===== config.mk =====
export PLATFORM = sky130hd
export DESIGN_NAME = mdll_sel_sequencer
export DESIGN_NICKNAME = d
export VERILOG_FILES = /design/src/rtl/mdll_sel_sequencer.sv
export SDC_FILE = /design/constraint.sdc
export NUM_CORES = 1
export LEC_CHECK = 0
export ABC_AREA = 1
export CAP_MARGIN = 40
export CORE_ASPECT_RATIO = 0.8
export CORE_MARGIN = 2
export CORE_UTILIZATION = 49
export DETAILED_ROUTE_END_ITERATION = 7
export GPL_TIMING_DRIVEN = 0
export PLACE_DENSITY_LB_ADDON = 0.05
export SYNTH_ARGS = -nofsm -noshare
export SYNTH_HDL_FRONTEND = slang
export SYNTH_SLANG_ARGS = --single-unit
export TNS_END_PERCENT = 20

===== constraint.sdc =====
create_clock -name clk -period 2.7 [get_ports clk]
set_input_delay 0.81 -clock clk [delete_from_list [all_inputs] [get_ports clk]]
set_output_delay 0.81 -clock clk [all_outputs]
set_load 0.1 [all_outputs]

===== src/rtl/mdll_sel_sequencer.sv =====
// Select sequencer for the multiplying-DLL ring mux. It counts output-clock slots in
// N-periods and M-groups, holds the ring for the reference on the last slot, then injects.
module mdll_sel_sequencer #(
    parameter int N_W     = 4,
    parameter int M_W     = 2,
    parameter int TMO_W   = 8,
    parameter int TMO_CYC = 200
) (
    input  logic           clk,
    input  logic           rst_n,
    input  logic           enable,
    input  logic           ref_edge,
    input  logic [N_W-1:0] n_cfg,
    input  logic [M_W-1:0] m_cfg,
    input  logic           clr_flags,
    output logic [1:0]     sel,
    output logic           div_n,
    output logic           div_m,
    output logic           inject,
    output logic           ref_miss,
    output logic           ref_early,
    output logic [N_W-1:0] n_count,
    output logic [M_W-1:0] m_count
);

    typedef enum logic [1:0] {S_IDLE, S_ARM, S_INJECT, S_RUN} state_t;

    localparam logic [1:0]       SEL_INJ  = 2'b00;
    localparam logic [1:0]       SEL_FB   = 2'b01;
    localparam logic [1:0]       SEL_HOLD = 2'b10;
    localparam logic [TMO_W-1:0] TMO_LAST = TMO_W'(TMO_CYC - 1);

    function automatic logic [N_W-1:0] floor_n(input logic [N_W-1:0] v);
        return (v == '0) ? N_W'(1) : v;
    endfunction

    function automatic logic [M_W-1:0] floor_m(input logic [M_W-1:0] v);
        return (v == '0) ? M_W'(1) : v;
    endfunction

    state_t           state;
    logic [N_W-1:0]   ne, n_eff, n_last, n_inc;
    logic [M_W-1:0]   me, m_eff, m_last, m_inc;
    logic [TMO_W-1:0] tmo_cnt;
    logic             n_wrap, next_is_last;

    // Shadows follow cfg only in IDLE and during INJECT; otherwise the group runs on the latched values.
    always_comb begin
        n_eff        = ne;
        m_eff        = me;
        if (state == S_IDLE || state == S_INJECT) begin
            n_eff = floor_n(n_cfg);
            m_eff = floor_m(m_cfg);
        end
        n_last       = n_eff - 1'b1;
        m_last       = m_eff - 1'b1;
        n_wrap       = (n_count == n_last);
        n_inc        = n_wrap ? '0 : n_count + 1'b1;
        m_inc        = m_count;
        if (n_wrap)
            m_inc = (m_count == m_last) ? '0 : m_count + 1'b1;
        next_is_last = (n_inc == n_last) && (m_inc == m_last);
    end

    always_ff @(posedge clk) begin
        if (!rst_n) begin
            state     <= S_IDLE;
            sel       <= SEL_FB;
            div_n     <= 1'b0;
            div_m     <= 1'b0;
            inject    <= 1'b0;
            ref_miss  <= 1'b0;
            ref_early <= 1'b0;
            n_count   <= '0;
            m_count   <= '0;
            tmo_cnt   <= '0;
            ne        <= floor_n(n_cfg);
            me        <= floor_m(m_cfg);
        end else begin
            ne     <= n_eff;
            me     <= m_eff;
            sel    <= SEL_FB;
            div_n  <= 1'b0;
            div_m  <= 1'b0;
            inject <= 1'b0;

            // Clear first so that a coincident set event overrides it.
            if (clr_flags) begin
                ref_miss  <= 1'b0;
                ref_early <= 1'b0;
            end
            if (ref_edge && (state == S_RUN || state == S_INJECT))
                ref_early <= 1'b1;

            if (!enable) begin
                state   <= S_IDLE;
                n_count <= '0;
                m_count <= '0;
                tmo_cnt <= '0;
            end else begin
                case (state)
                    S_IDLE: begin
                        state   <= S_ARM;
                        sel     <= SEL_HOLD;
                        div_n   <= 1'b1;
                        div_m   <= 1'b1;
                        n_count <= n_last;
                        m_count <= m_last;
                        tmo_cnt <= '0;
                    end
                    S_INJECT, S_RUN: begin
                        if (next_is_last) begin
                            state   <= S_ARM;
                            sel     <= SEL_HOLD;
                            div_n   <= 1'b1;
                            div_m   <= 1'b1;
                            n_count <= n_last;
                            m_count <= m_last;
                            tmo_cnt <= '0;
                        end else begin
                            state   <= S_RUN;
                            n_count <= n_inc;
                            m_count <= m_inc;
                            div_n   <= (n_inc == n_last);
                        end
                    end
                    S_ARM: begin
                        if (ref_edge) begin
                            state   <= S_INJECT;
                            sel     <= SEL_INJ;
                            inject  <= 1'b1;
                            n_count <= '0;
                            m_count <= '0;
                        end else if (tmo_cnt == TMO_LAST) begin
                            // No reference: free-run from slot 0 on the feedback path.
                            state    <= S_RUN;
                            ref_miss <= 1'b1;
                            n_count  <= '0;
                            m_count  <= '0;
                            div_n    <= (n_last == '0);
                            div_m    <= (n_last == '0) && (m_last == '0);
                        end else begin
                            sel     <= SEL_HOLD;
                            tmo_cnt <= tmo_cnt + 1'b1;
                        end
                    end
                    default: state <= S_IDLE;
                endcase
            end
        end
    end

endmodule


==> results.py <==
metrics = {
    "die": {
        "die_x_um": 71.0,
        "core_um2": 3420,
        "boundaryPins": 24,
        "die-height_um": 57.6,
        "placementRows": 19,
        "initial_utilization_pct": 51.4,
        "fp.dieArea_um2": 4090,
    },
    "power": {
        "power.net_switching_mw": 0.460,
        "netSwitchingFraction_pct": 36.4,
        "leakage_nw": 1.25,
        "vdd_ir_drop_max_uv": 453,
        "pwr_density_cell_nw_per_um2": 455,
        "overall_power_after_layout_mw": 1.26,
        "share_clk_of_total_power_pct": 27.8,
        "power_frac_seq_pct": 36.3,
        "combinationalPowerShare_pct": 35.9,
        "cell_internal_pwr_mw": 0.804,
    },
    "synthesis": {
        "synth-warning-count": 0,
        "synth-seq-cells": 29,
        "combinational_family_with_the_most_area_after_synthesis": "simple AND/OR/NAND/NOR gates",
        "syn_inst": 270,
        "syn-mean-instance-area_um2": 6.51,
        "synth_simple_gate_area_share_pct": 41.1,
        "muxShareOfSynthArea_pct": 0,
        "synth_compound_area_share_pct": 9.75,
        "netlist_area_before_placement_um2": 1760,
        "synth_top_flop_cell": "dfxtp_1",
        "synth_xor_xnor_area_share_pct": 3.99,
        "async_flop_share_pct": 0,
        "synth_enable_flop_cells": 0,
        "synth.net_count": 284,
        "synthAdderAreaFrac_pct": 2.14,
        "synth_sequential_area_ratio_pct": 33.0,
        "post_synth_num_cell_types": 29,
    },
    "detailed_routing": {
        "route.detailed.drc": 0,
        "totalWireLength_mm": 5.36,
        "drt.antenna.violating_nets": 0,
        "routedWlPerCell_um": 14.1,
        "routed-via-count": 2077,
        "routed_via_density": 5.47,
        "dr.pass1.iters": 5,
        "drtIter0Drc": 189,
    },
    "timing": {
        "setup_violations_final": 0,
        "final_max_slew_viol_count": 0,
        "timing.fmax_ghz": 0.384,
        "finalCritPeriodShare_pct": 96.5,
        "hold_viol_final": 0,
        "max_slew_margin_pct": 66.4,
        "setup_repair_after_global_routing_missed_its_margin": "yes",
        "max_slew.worst_pin.slew_ps": 503,
        "finalWorstSetupSlack_ps": 94.3,
        "min_period_ps": 2610,
        "final.setup_skew_ps": 8.06,
    },
    "setup_path": {
        "critical_path.reg2reg.endpoint": "tmo_cnt[0]",
        "crit_family": "simple AND/OR/NAND/NOR gates",
        "worst_path_max_delay_cell": "nor2_2",
        "worst_path_most_repeated_cell": "nand2_4",
        "crit_startpoint": "n_cfg[1]",
        "reg2reg_depth": 20,
        "worstSetupPathType": "in2reg",
        "regToRegSetupSlack_ps": 150,
        "timing.critical_path.depth": 20,
        "critical_path_destination": "tmo_cnt[0]",
        "cp.buffers_inverters": 4,
        "crit_chain": "buf_8 > nor2_4 > nand2_4 > nand3_4 > nand2_8 > nand2_4 > buf_4 > nand3_2 > nand2_4 > inv_2 > nand3_2 > nand2_1 > nand2_1 > nand3_1 > nor2_2 > nand2_2 > nand2_4 > nand2_8 > o21ai_2 > inv_1",
        "timing.critical_path.from_type": "primary input",
        "worst_setup_path_end_kind": "flop",
        "critPathMaxFanout": 8,
        "cp_data_arrival_time_ps": 2800,
        "regToRegStartpoint": "state[0]",
        "critical_path.max_stage_delay_ps": 150,
        "cp_data_required_time_ps": 2890,
    },
    "placed_design": {
        "pre_cts_slack_ps": -760,
        "place_hpwl_mm": 3.14,
        "io_buffers": 22,
        "numPlacedInstances": 347,
        "gp_congestion": 0.884,
    },
    "layout": {
        "leading_cell_types_in_the_layout_fill_and_taps_excluded": "65 x nand2_1, 32 x inv_1, 29 x dfxtp_1, 23 x buf_4, 22 x nand3_1",
        "footprint_of_the_multi_input_gates_um2": 1280,
        "seq_area_um2": 581,
        "fillCellCount": 228,
        "layout_commonest_cell": "nand2_1",
        "insertedDiodeCount": 0,
        "stdcell_count": 380,
        "flow.area_growth_from_synthesis_pct": 57.8,
        "nets": 351,
        "final_layout_size_suffix_gt1_share_pct": 34.3,
    },
    "global_route": {
        "gr-total-overflow": 0,
        "grt_pass1_wl_mm": 8.02,
        "grt_antenna_before_repair": 0,
        "grt_util_all_layers_pct": 25.1,
        "grt_pass1_vias": 1750,
        "pin_count_of_the_biggest_net_entering_global_routing": 11,
    },
    "worst_hold_path": {
        "min_from": "ref_early",
        "hold_path_class": "reg2reg",
    },
    "outcome": {
        "outcome": "completed",
    },
    "clocking": {
        "clk_pin_slew_worst_paths_ps": 70,
        "cts.sinks": 29,
        "cts-root-buf": "clkbuf_8",
        "clk-insertion-delay-late_ps": 290,
        "cts-buffers-inserted": 5,
        "htreeDepth": 2,
        "tritoncts_clock_tree": "yes",
        "post_cts_hold_buffer_count": 0,
        "cts.path.max_buffers": 2,
    },
    "flow_run": {
        "cap_viol_max_count": 0,
    },
}
## kinds of logic after synthesis
group | after synthesis
xor gates and xnor gates | 8
and+or+nand+nor | 156
adders and majority gates | 3
AOI/OAI and AO/OA | 30
buffers and inverters | 44
DFF | 29
## synth_stat cells (2+ instances only)
| cell | instances | area [µm²] |
|---|---|---|
| nand2_2 | 6 | 37.5 |
| clkbuf_1 | 2 | 7.51 |
| o21ai_0 | 8 | 40.0 |
| nand3b_1 | 4 | 30.0 |
| o21ai_1 | 3 | 15.0 |
| dfxtp_1 | 29 | 581 |
| xnor2_1 | 3 | 26.3 |
| o221ai_1 | 3 | 26.3 |
| nor2_2 | 2 | 12.5 |
| nor3_1 | 3 | 15.0 |
| a31oi_1 | 5 | 31.3 |
| nor2_1 | 18 | 67.6 |
| nand2_1 | 79 | 297 |
| nand2_4 | 3 | 33.8 |
| nand3_1 | 35 | 175 |
| a21oi_1 | 10 | 50.1 |
| inv_1 | 39 | 146 |
| xor2_1 | 5 | 43.8 |
| ha_1 | 3 | 37.5 |
## worst reg2reg max path, cell delays in order, from the launching register on
cell     delay, ps
dfxtp_1        310
buf_6          130
buf_4          170
o21ai_4        270
inv_2          110
nand2_4        100
nand2_1         90
nand3_2         90
nand2_4         70
inv_2           90
nand3_4        130
nand2_2         90
nand2_1         50
nand2_1         60
nand2_1         60
nor2_2         120
nand2_2        100
nand2_4        130
nand2_8         90
o21ai_2        140
inv_1           50
## metrics by stage
| stage | hold WS, ps | setup TNS (ps) | instance area [µm²] | utilization [%] |
|---|---|---|---|---|
| after detailed placement | 473 | -9530 | 2260 | 65.9 |
| after global placement | 460 | -9080 | 2060 | 60.2 |
| after floorplan | 456 | -1.49 | 1790 | - |
| after global routing | 503 | -229 | 2770 | 81.0 |
| final | 478 | 0 | 2770 | 81.0 |
| after CTS | 485 | 0 | 2580 | 75.3 |
## layer usage
layer / share of wire [%] / vias up / global-route usage [%] / routed length (µm)
met3: 7.4 / 16 / 6.01 / 396
met4: 1.9 / 0 / 8.36 / 100
met2: 46 / 126 / 37.1 / 2450
li1: - / 1019 / - / -
met5: 0 / - / 0 / 0
met1: 45 / 916 / 36.0 / 2410
## registers in the layout, summed over array words and instances (netlist names), 2 cells and up
register / count
tmo_cnt: 8
n_count: 4
state: 2
me: 2
sel: 2
ne: 4
m_count: 2
## power groups by stage
stage                     Sequential (mW)  Clock (mW)  Combinational, mW
final                               0.459       0.351              0.453
after global routing                0.461       0.365              0.483
after CTS                           0.458       0.345              0.385
after detailed placement            0.467           0              0.321
after global placement              0.467           0              0.293
after floorplan                     0.527           0              0.166
## repair_timing
action / CTS / global route
cloned: 2 / 0
resized for setup: 44 / 47
pin swaps: 32 / 29
endpoints found under the setup margin: 13 / 12
setup buffers: 15 / 8
## worst min-delay path by stage
stage	end	cells past startpoint	slack (ps)
3_3_place_gp	ref_early	2	460
3_5_place_dp	ref_early	2	470
5_1_grt	ref_early	2	500
4_1_cts	ref_early	2	480
2_1_floorplan	tmo_cnt[1]	2	460
6_report	ref_early	2	480
## cell type report
cell class                      count  share of cell area (%)
Inverter                           40                    5.59
Multi-Input combinational cell    199                    46.2
Sequential cell                    29                    20.9
Clock buffer                        6                    2.62
Clock inverter                      2                   0.361
Buffer                              4                   0.947
Tap cell                           42                    1.89
Timing Repair Buffer               58                    21.4
Power figures use the tool's default switching activity.
